## config.mk

```make
export PLATFORM = sky130hd
export DESIGN_NAME = seg7_capture
export DESIGN_NICKNAME = d
export VERILOG_FILES = /design/src/rtl/seg7_capture.sv
export SDC_FILE = /design/constraint.sdc
export NUM_CORES = 1
export LEC_CHECK = 0
export ABC_AREA = 1
export CORE_ASPECT_RATIO = 2
export CORE_MARGIN = 2
export CORE_UTILIZATION = 54
export CTS_CLUSTER_DIAMETER = 30
export DETAILED_ROUTE_END_ITERATION = 10
export GPL_TIMING_DRIVEN = 0
export PLACE_DENSITY_LB_ADDON = 0.1
export SLEW_MARGIN = 20
export SYNTH_ARGS = -nofsm -noshare
export SYNTH_HDL_FRONTEND = slang
export SYNTH_SLANG_ARGS = --single-unit
```

## constraint.sdc

```tcl
create_clock -name clk -period 2.3 [get_ports clk]
set_input_delay 0.46 -clock clk [delete_from_list [all_inputs] [get_ports clk]]
set_output_delay 0.46 -clock clk [all_outputs]
set_load 0.02 [all_outputs]
```

## src/rtl/seg7_capture.sv

```systemverilog
// Receive end of the seven-segment display path: synchronizes the multiplexed active-low
// segment/anode bus, waits for each pattern to settle and decodes it per digit.
// Build option SEG7_CAPTURE_HEX_EN: also accept the six hex letter patterns A..F.
module seg7_capture #(
    parameter int STABLE_CYCLES = 4
) (
    input  logic        clk,
    input  logic        rst_n,
    input  logic [6:0]  seg_in,
    input  logic [3:0]  an_in,
    output logic [15:0] digit_val,
    output logic [3:0]  digit_ok,
    output logic        digit_valid,
    output logic [1:0]  digit_idx,
    output logic        err,
    output logic        frame_valid
);

    localparam int CW = $clog2(STABLE_CYCLES + 1);
    localparam logic [CW-1:0] CNT_MAX = CW'(STABLE_CYCLES);
    localparam logic [CW-1:0] CNT_ONE = CW'(1);

    logic [10:0]   sync1, sync2, sync_prev;
    logic [CW-1:0] run_cnt, run_cnt_next;
    logic          changed, evt;
    logic          cap_evt;
    logic [10:0]   cap_pat;
    logic [3:0]    mask;

    logic [15:0] val_n;
    logic [3:0]  ok_n, mask_n, merged;
    logic [1:0]  idx_n, sel_idx;
    logic        valid_n, err_n, frame_n, sel, hit;
    logic [3:0]  dec_val;

    function automatic logic [4:0] decode(input logic [6:0] seg);
        logic [4:0] r;
        case (seg)
            7'b0000001: r = {1'b1, 4'h0};
            7'b1001111: r = {1'b1, 4'h1};
            7'b0010010: r = {1'b1, 4'h2};
            7'b0000110: r = {1'b1, 4'h3};
            7'b1001100: r = {1'b1, 4'h4};
            7'b0100100: r = {1'b1, 4'h5};
            7'b0100000: r = {1'b1, 4'h6};
            7'b0001111: r = {1'b1, 4'h7};
            7'b0000000: r = {1'b1, 4'h8};
            7'b0000100: r = {1'b1, 4'h9};
`ifdef SEG7_CAPTURE_HEX_EN
            7'b0001000: r = {1'b1, 4'hA};
            7'b1100000: r = {1'b1, 4'hB};
            7'b0110001: r = {1'b1, 4'hC};
            7'b1000010: r = {1'b1, 4'hD};
            7'b0110000: r = {1'b1, 4'hE};
            7'b0111000: r = {1'b1, 4'hF};
`endif
            default:    r = {1'b0, 4'h0};
        endcase
        return r;
    endfunction

    // Stage registers reset to all-ones: blank segments, no digit selected.
    always_ff @(posedge clk or negedge rst_n) begin
        if (!rst_n) begin
            sync1     <= '1;
            sync2     <= '1;
            sync_prev <= '1;
        end else begin
            sync1     <= {an_in, seg_in};
            sync2     <= sync1;
            sync_prev <= sync2;
        end
    end

    // The (changed || not yet saturated) term keeps one event per run even when STABLE_CYCLES=1.
    always_comb begin
        changed = (sync2 != sync_prev);
        if (changed)
            run_cnt_next = CNT_ONE;
        else if (run_cnt == CNT_MAX)
            run_cnt_next = run_cnt;
        else
            run_cnt_next = run_cnt + CNT_ONE;
        evt = (run_cnt_next == CNT_MAX) && (changed || (run_cnt != CNT_MAX));
    end

    always_ff @(posedge clk or negedge rst_n) begin
        if (!rst_n) begin
            run_cnt <= '0;
            cap_evt <= 1'b0;
            cap_pat <= '1;
        end else begin
            run_cnt <= run_cnt_next;
            cap_evt <= evt;
            cap_pat <= sync2;
        end
    end

    always_comb begin
        val_n   = digit_val;
        ok_n    = digit_ok;
        idx_n   = digit_idx;
        mask_n  = mask;
        merged  = mask;
        valid_n = 1'b0;
        err_n   = 1'b0;
        frame_n = 1'b0;
        sel     = 1'b1;
        sel_idx = 2'd0;
        {hit, dec_val} = decode(cap_pat[6:0]);
        case (cap_pat[10:7])
            4'b1110: sel_idx = 2'd0;
            4'b1101: sel_idx = 2'd1;
            4'b1011: sel_idx = 2'd2;
            4'b0111: sel_idx = 2'd3;
            default: sel     = 1'b0;
        endcase
        if (cap_evt && sel) begin
            idx_n = sel_idx;
            if (hit) begin
                val_n[{sel_idx, 2'b00} +: 4] = dec_val;
                ok_n[sel_idx] = 1'b1;
                valid_n = 1'b1;
                merged  = mask | (4'b0001 << sel_idx);
                if (merged == 4'b1111) begin
                    frame_n = 1'b1;
                    mask_n  = 4'b0000;
                end else begin
                    mask_n  = merged;
                end
            end else begin
                err_n = 1'b1;
                ok_n[sel_idx] = 1'b0;
            end
        end
    end

    always_ff @(posedge clk or negedge rst_n) begin
        if (!rst_n) begin
            digit_val   <= 16'h0000;
            digit_ok    <= 4'b0000;
            digit_valid <= 1'b0;
            digit_idx   <= 2'd0;
            err         <= 1'b0;
            frame_valid <= 1'b0;
            mask        <= 4'b0000;
        end else begin
            digit_val   <= val_n;
            digit_ok    <= ok_n;
            digit_valid <= valid_n;
            digit_idx   <= idx_n;
            err         <= err_n;
            frame_valid <= frame_n;
            mask        <= mask_n;
        end
    end

endmodule

```

==> summary.md, run 1 <==
| Metric | Value |
|---|---|
| Outcome | `complete, no violations` |
| Worst Path Class, Setup | `flop to flop` |
| Buffer cell driving the clock tree root | `clkbuf_8` |
| Total count of max-transition violations in the final report | `0` |
| Actual transition at the worst max-transition pin | `slightly above 0.4 ns` |
| Final Hold Fails | `0` |
| Post-route worst hold slack | `just over 0.05 ns` |
| Count of routing violations after the opening detailed-route iteration | `75` |
| Max-capacitance violation count | `0` |
| CTS HTree Levels | `3` |
| Worst reg2reg endpoint | `digit_val[3]$_DFFE_PN0P_` |
| Yosys warns | `0` |
| TritonRoute pass-1 iters | `4` |
| Mean post-synth cell area | `between 9 and 10 µm²` |
| Portion of the post-synthesis area used by sequential elements | `57.8%` |
| Top_reg_cell synth | `dfstp_2` |
| Compound-gate portion of the synthesized area | `under 10%` |
| Per-cell via count in the routed design | `~5.0` |
| Xor and xnor area share after synthesis | `under 10%` |
| Yosys reg bits | `66` |
| Number of synthesized flops with an enable pin | `0` |
| Final setup violation count | `0` |
| Clock sink count | `between 60 and 70` |
| Total vias in the final route | `about 2,100` |
| Largest fanout on the critical path | `10` |
| Peak supply drop | `roughly 0.62 mV` |
| Worst-case clock buffer depth | `2` |
| Post-synthesis cell area | `a little under 0.003 mm²` |
| Portion of synthesized cell area occupied by the leading cell type | `about 30%` |
| Cell Pwr Density | `about 680 mW/mm²` |
| Maximum clock skew at final layout | `about 0.0084 ns` |
| Layout area overhead | `23.8%` |
| Die width | `around 56 µm` |
| Remaining max-slew budget at the tightest pin | `just over 70%` |
| Clock-pin slew on the worst setup and hold paths | `about 0.070 ns` |
| Grt ovf | `0` |
| Vertical die dimension | `around 110 µm` |
| Type of the tightest min-delay check | `input port to asynchronous set/reset pin` |
| Core Box Area | `between 0.005 and 0.006 mm²` |
| RSZ-0062 raised after global routing | `no` |
| Area leader, netlist | `dfstp_2` |
| Final HPWL from detailed placement | `around 3.9 mm` |
| Utilization after layout | `68.1%` |
| Synth unique cells | `29` |
| Setup slack, reg-to-reg | `between 0.1 and 0.15 ns` |
| Worst reg-to-reg path cell count | `10` |
| Synth Area in Adders | `under 10%` |
| Drt drc | `0` |
| Layout cell share with drive strength beyond 1 | `24.9%` |
| Fmax | `approximately 460 MHz` |
| Standard-cell row count | `38` |
| Mux contribution to synthesized area | `0%` |
| Overall track demand over capacity in global routing | `between 15 and 20%` |
| Number of buffers created by CTS | `9` |
| Final estimated routing congestion in global placement | `0.878` |
| Syn nets | `328` |
| Die outline area | `just over 0.006 mm²` |
| Initial standard-cell utilization of the core | `a little under three fifths` |
| Via count of the first global-routing pass | `2,071` |
| Clock tree from TritonCTS | `yes` |
| IO Pins | `38` |
| Cells after synthesis | `306` |
| Minimum clock period | `~2.2 ns` |
| Cell at the slowest stage of the critical path | `dfstp_2` |
| Antenna-violating nets left | `0` |
| Sequence of cells on the critical path | `inv_1, nand4_1, nand2_4, inv_2, ha_2, clkinv_1, nor2_2, nand2_2, nand2_1, o21ai_0` |
| Worst R2R Start | `cap_pat[8]$_DFF_PN1_` |
| Startpoint type of the worst setup path | `flop` |
| Largest family of logic cells by synthesized area | `simple AND/OR/NAND/NOR gates` |
| Initial antenna violation count | `0` |
| Required time at the endpoint of the critical path | `2.51 ns` |
| Final nets | `about 380` |
| Final sum of negative setup slack | `0 ns` |
| Biggest area contributors in the synthesized netlist | `dfstp_2, dfrtp_1, nand2_1, ha_1, nor2_1` |
| Detailed Route WL | `just over 5 mm` |
| First-pass GRT wire length | `around 9.0 mm` |
| Number of buffer cells added on primary ports | `37` |
| Sort of element at the end of the critical path | `flop` |
| Biggest cell delay along the critical path | `between 0.5 and 0.6 ns` |
| Largest net degree at the start of global routing | `35` |
| Clock insertion delay at the later pin of the skew report | `approximately 0.34 ns` |
| Simple-gate portion of the synthesized area | `between 20% and 30%` |
| Final clock period utilization by the worst path | `between 90% and 100%` |
| Cell leakage power | `approximately 1.7 nW` |
| Arrival time worst endpoint | `~2.4 ns` |
| Antenna diode instance count | `0` |
| Async S/R FF share, synth | `between 90% and 100%` |
| Mean routed wirelength per cell | `around 12 µm` |
[state kept, by name, summed over array words and instances, names as in the netlist, named ones only]
register	flops
cap_pat	11
cap_evt	1
mask	4
sync1	11
digit_val	16
run_cnt	3
frame_valid	1
sync2	11
err	1
digit_idx	2
digit_valid	1
[placed cells by master, fill, tap and decap left out, drive strengths merged]
cell type / instances
dfrtp: 33
nand3b: 1
clkinvlp: 1
xor2: 2
nor3: 5
dfstp: 33
bufinv: 1
a21oi: 4
clkdlybuf4s50: 36
or2: 5
nand2: 85
ha: 9
xnor2: 5
nand4: 9
inv: 36
nand3: 18
nor2: 37
clkbuf: 12
clkinv: 2
o21ai: 20
buf: 4
[where the power goes]
part | internal, W | switching [W]
Clock | 0.000653 | 0.000417
Combinational | 0.0000582 | 0.0000908
Sequential | 0.00121 | 0.0000221
[per-layer routing]
layer	global-route usage [%]	up-vias	share of wire [%]
met4	9.69	0	2.1
met1	22.2	975	42
met3	7.66	8	5.1
li1	-	1053	-
met2	32.5	54	51
met5	0	-	0
[kinds of logic after synthesis]
group / count (synthesis)
AO/OA/AOI/OAI: 24
flip-flops: 66
XOR/XNOR: 7
adder cells (fa/ha/maj): 9
buffers and inverters: 40
AND/OR/NAND/NOR: 160
[cell usage after synthesis (7+ instances only)]
cell type   n
ha_1        9
inv_1      28
nor2_1     30
inv_2       7
nand3_1    14
o21ai_1    11
nand2_1    73
dfrtp_1    33
nand2_2    10
nand4_1     9
o21ai_0     9
dfstp_2    33
[worst max-delay path, delay by kind of cell (launching register included)]
kind,cells,cell delay [ns]
flip-flops,1,0.56
AO/OA/AOI/OAI,1,0.09
AND/OR/NAND/NOR,5,0.67
buffers and inverters,3,0.48
adder cells (fa/ha/maj),1,0.25
[through the flow]
stage	cells	setup slack [ns]	area, µm²	total power (W)
4_1_cts	419	0.0137	3620	0.00248
3_3_place_gp	403	-1.17	3380	0.00140
2_1_floorplan	306	0.299	2930	0.00134
3_5_place_dp	404	-0.0106	3390	0.00141
6_report	418	0.130	3630	0.00246
5_1_grt	418	0.00147	3630	0.00255
[worst max path at each step]
| stage | start | endpoint | slack [ns] | cells past startpoint |
|---|---|---|---|---|
| 5_1_grt | cap_pat[8]$_DFF_PN1_ | digit_val[3]$_DFFE_PN0P_ | 0.001 | 10 |
| 6_report | cap_pat[8]$_DFF_PN1_ | digit_val[3]$_DFFE_PN0P_ | 0.13 | 10 |
| 3_5_place_dp | cap_pat[7]$_DFF_PN1_ | digit_val[3]$_DFFE_PN0P_ | -0.01 | 12 |
| 2_1_floorplan | cap_pat[8]$_DFF_PN1_ | digit_val[3]$_DFFE_PN0P_ | 0.30 | 12 |
| 4_1_cts | cap_pat[7]$_DFF_PN1_ | digit_val[3]$_DFFE_PN0P_ | 0.01 | 12 |
| 3_3_place_gp | rst_n | digit_valid$_DFF_PN0_ | -1.17 | 1 |
[layout make-up]
| class | count | area, µm² |
|---|---|---|
| fill | 416 | 1700 |
| sequential | 66 | 1690 |
| multi-input combinational | 200 | 1080 |
| timing repair buffer | 38 | 388 |
| clock buffer | 12 | 188 |
| inverter | 37 | 141 |
| tap | 60 | 75.1 |
| clock inverter | 3 | 42.5 |
| buffer | 2 | 20.0 |
[timing repair]
item | in CTS | in global routing
setup endpoints to repair | 1 | 5
hold buffers | 0 | 0
gates resized for setup | 1 | 2
setup buffers | 0 | 0
Power figures use the tool's default switching activity.
==> inputs of run 2 (changes only) <==
Settings changed: CORE_UTILIZATION 54 to 30, GPL_TIMING_DRIVEN 0 to 1.
==> run 2 against run 1 <==
Effect of this change: maximum frequency up 2.1%; critical path depth unchanged; sequential share of layout area down 1.7 points; first-iteration DRC count up 24%; largest power group is now clock.
==> summary.md, run 2 (synthesis results as in run 1) <==
| Metric | Value |
|---|---|
| Buffer cell driving the clock tree root | `clkbuf_16` |
| Antenna-violating nets left | `0 (unchanged)` |
| Mean routed wirelength per cell | `12.3 µm (-0.11%)` |
| Cell Pwr Density | `715 mW/mm² (+5.7%)` |
| Worst Path Class, Setup | `flop to flop` |
| Outcome | `complete, no violations` |
| Total count of max-transition violations in the final report | `0 (unchanged)` |
| Final HPWL from detailed placement | `4.56 mm (+18%)` |
| Final Hold Fails | `0 (unchanged)` |
| Final nets | `376 (unchanged)` |
| Remaining max-slew budget at the tightest pin | `76.2% (+3.6 points)` |
| Final clock period utilization by the worst path | `92.4% (-2.0 points)` |
| Actual transition at the worst max-transition pin | `0.357 ns (-0.0533 ns)` |
| Core Box Area | `0.00964 mm² (+81%)` |
| Sort of element at the end of the critical path | `flop` |
| Total vias in the final route | `2,103 (+0.62%)` |
| Arrival time worst endpoint | `2.33 ns (-0.05 ns)` |
| Fmax | `471 MHz (+2.1%)` |
| Peak supply drop | `0.413 mV (-34%)` |
| Overall track demand over capacity in global routing | `13.2% (-6.6 points)` |
| Number of flip-flops in the largest register | `16 (unchanged)` |
| Largest net degree at the start of global routing | `67 (+91%)` |
| CTS HTree Levels | `3 (unchanged)` |
| Final setup violation count | `0 (unchanged)` |
| Cell leakage power | `1.70 nW (+1.8%)` |
| Die width | `73.9 µm (+32%)` |
| Postcts setup bufs | `0 (unchanged)` |
| Sum of met2 wire segment lengths after detailed routing | `3.52 mm (+34%)` |
| First-pass GRT wire length | `10.1 mm (+13%)` |
| Type of the tightest min-delay check | `input port to asynchronous set/reset pin` |
| Clock sink count | `66 (unchanged)` |
| Count of filler cells inserted in the layout | `973 (+130%)` |
| Worst-case clock buffer depth | `2 (unchanged)` |
| Count of routing violations after the opening detailed-route iteration | `93 (+24%)` |
| Clock insertion delay at the later pin of the skew report | `0.33 ns (about the same)` |
| Max-capacitance violation count | `0 (unchanged)` |
| Utilization after layout | `39.1% (-29 points)` |
| Clock-pin slew on the worst setup and hold paths | `0.05 ns (-0.02 ns)` |
| Required time at the endpoint of the critical path | `2.50 ns (about the same)` |
| Register bank with the most flops | `digit_val` |
| Detailed Route WL | `6.03 mm (+17%)` |
| IO Pins | `38 (unchanged)` |
| TritonRoute pass-1 iters | `4 (unchanged)` |
| Number of buffer cells added on primary ports | `37 (unchanged)` |
| Per-cell via count in the routed design | `4.28 (-14%)` |
| Antenna diode instance count | `0 (unchanged)` |
| Clock tree from TritonCTS | `yes` |
| Commonest cells after routing, fill and taps aside | `nand2_1, clkdlybuf4s50_1, dfrtp_1, dfstp_2, nor2_1` |
| Largest fanout on the critical path | `10 (unchanged)` |
| Initial antenna violation count | `0 (unchanged)` |
| RSZ-0062 raised after global routing | `no` |
| Via count of the first global-routing pass | `2,124 (+2.6%)` |
| Minimum clock period | `2.12 ns (-0.0454 ns)` |
| Grt ovf | `0 (unchanged)` |
| Hold buffer count at cts | `0 (unchanged)` |
| Maximum clock skew at final layout | `0.00502 ns (-0.00338 ns)` |
| Vertical die dimension | `144 µm (+33%)` |
| Layout cell share with drive strength beyond 1 | `24.5% (-0.35 points)` |
| DR top layer | `met4` |
| Most common library cell in the layout ignoring fill and taps | `nand2_1` |
| Initial standard-cell utilization of the core | `30.4% (-25 points)` |
| Startpoint type of the worst setup path | `flop` |
| Die outline area | `0.0106 mm² (+75%)` |
| Drt drc | `0 (unchanged)` |
| Routed length on met1 | `2.10 mm (-2.1%)` |
| Final estimated routing congestion in global placement | `0.771 (-12%)` |
| Final sum of negative setup slack | `0 ns (unchanged)` |
| Standard-cell row count | `51 (+34%)` |
| Number of buffers created by CTS | `9 (unchanged)` |
| WL met3 | `191 µm (-28%)` |
| Number of resized instances in the post-cts repair step | `0 (-1)` |
| Layout area overhead | `28.5%` |
run 2: cell types whose count changed in the layout (fill, tap and decap cells not counted), sizes merged:
| cell | before | now |
|---|---|---|
| bufinv | 1 | 0 |
| inv | 36 | 38 |
run 2: final timing paths:
path	slack [ns]	to	cells after the start	start
worst max-delay path	0.18	mask[0]$_DFFE_PN0P_	10	cap_pat[7]$_DFF_PN1_
worst min-delay path	0.14	digit_val[0]$_DFFE_PN0P_	2	rst_n
worst max register to register	0.18	mask[0]$_DFFE_PN0P_	10	cap_pat[7]$_DFF_PN1_
worst min register to register	0.35	sync2[2]$_DFF_PN1_	0	sync1[2]$_DFF_PN1_
max in group asynchronous	1.82	cap_pat[9]$_DFF_PN1_	2	rst_n
min in group clk	0.35	sync2[2]$_DFF_PN1_	0	sync1[2]$_DFF_PN1_
run 2: power by group:
part | leakage (nW) | switching [W] | internal, W | total [W]
combinational | 0.753 | 0.0000939 | 0.0000561 | 0.000150
sequential | 0.803 | 0.0000211 | 0.00122 | 0.00124
clock | 0.148 | 0.000486 | 0.000821 | 0.00131
run 2: per-layer routing:
metal	vias up	global-route usage, %
met5	-	0
met4	0	8.04
met3	15	3.37
met2	41	24.0
met1	989	12.6
li1	1058	-
run 2: critical path: stages, from the launching register on:
cell,delay (ns)
dfstp_2,0.56
nand2_1,0.07
inv_2,0.07
nand3b_1,0.09
nand2_2,0.18
inv_2,0.13
ha_1,0.28
clkinvlp_4,0.16
nor2_2,0.07
a21oi_1,0.30
nor2_1,0.08
run 2: through the flow:
stage	area (µm²)	power (W)	hold WS (ns)	instances	worst slack, ns
3_3_place_gp	3470	0.00141	0.346	475	0.228
3_5_place_dp	3470	0.00141	0.347	475	0.177
6_report	3770	0.00269	0.137	491	0.175
2_1_floorplan	2930	0.00134	0.164	306	0.299
4_1_cts	3760	0.00275	0.151	491	0.161
5_1_grt	3770	0.00284	0.162	491	0.0217
run 2: area by class of cell:
class,count,area (µm²),share of cell area [%]
Tap cell,132,165,4.39
Clock buffer,12,268,7.11
Sequential cell,66,1690,45.0
Inverter,37,145,3.85
Clock inverter,4,22.5,0.598
Timing Repair Buffer,40,400,10.6
Multi-Input combinational cell,200,1070,28.5
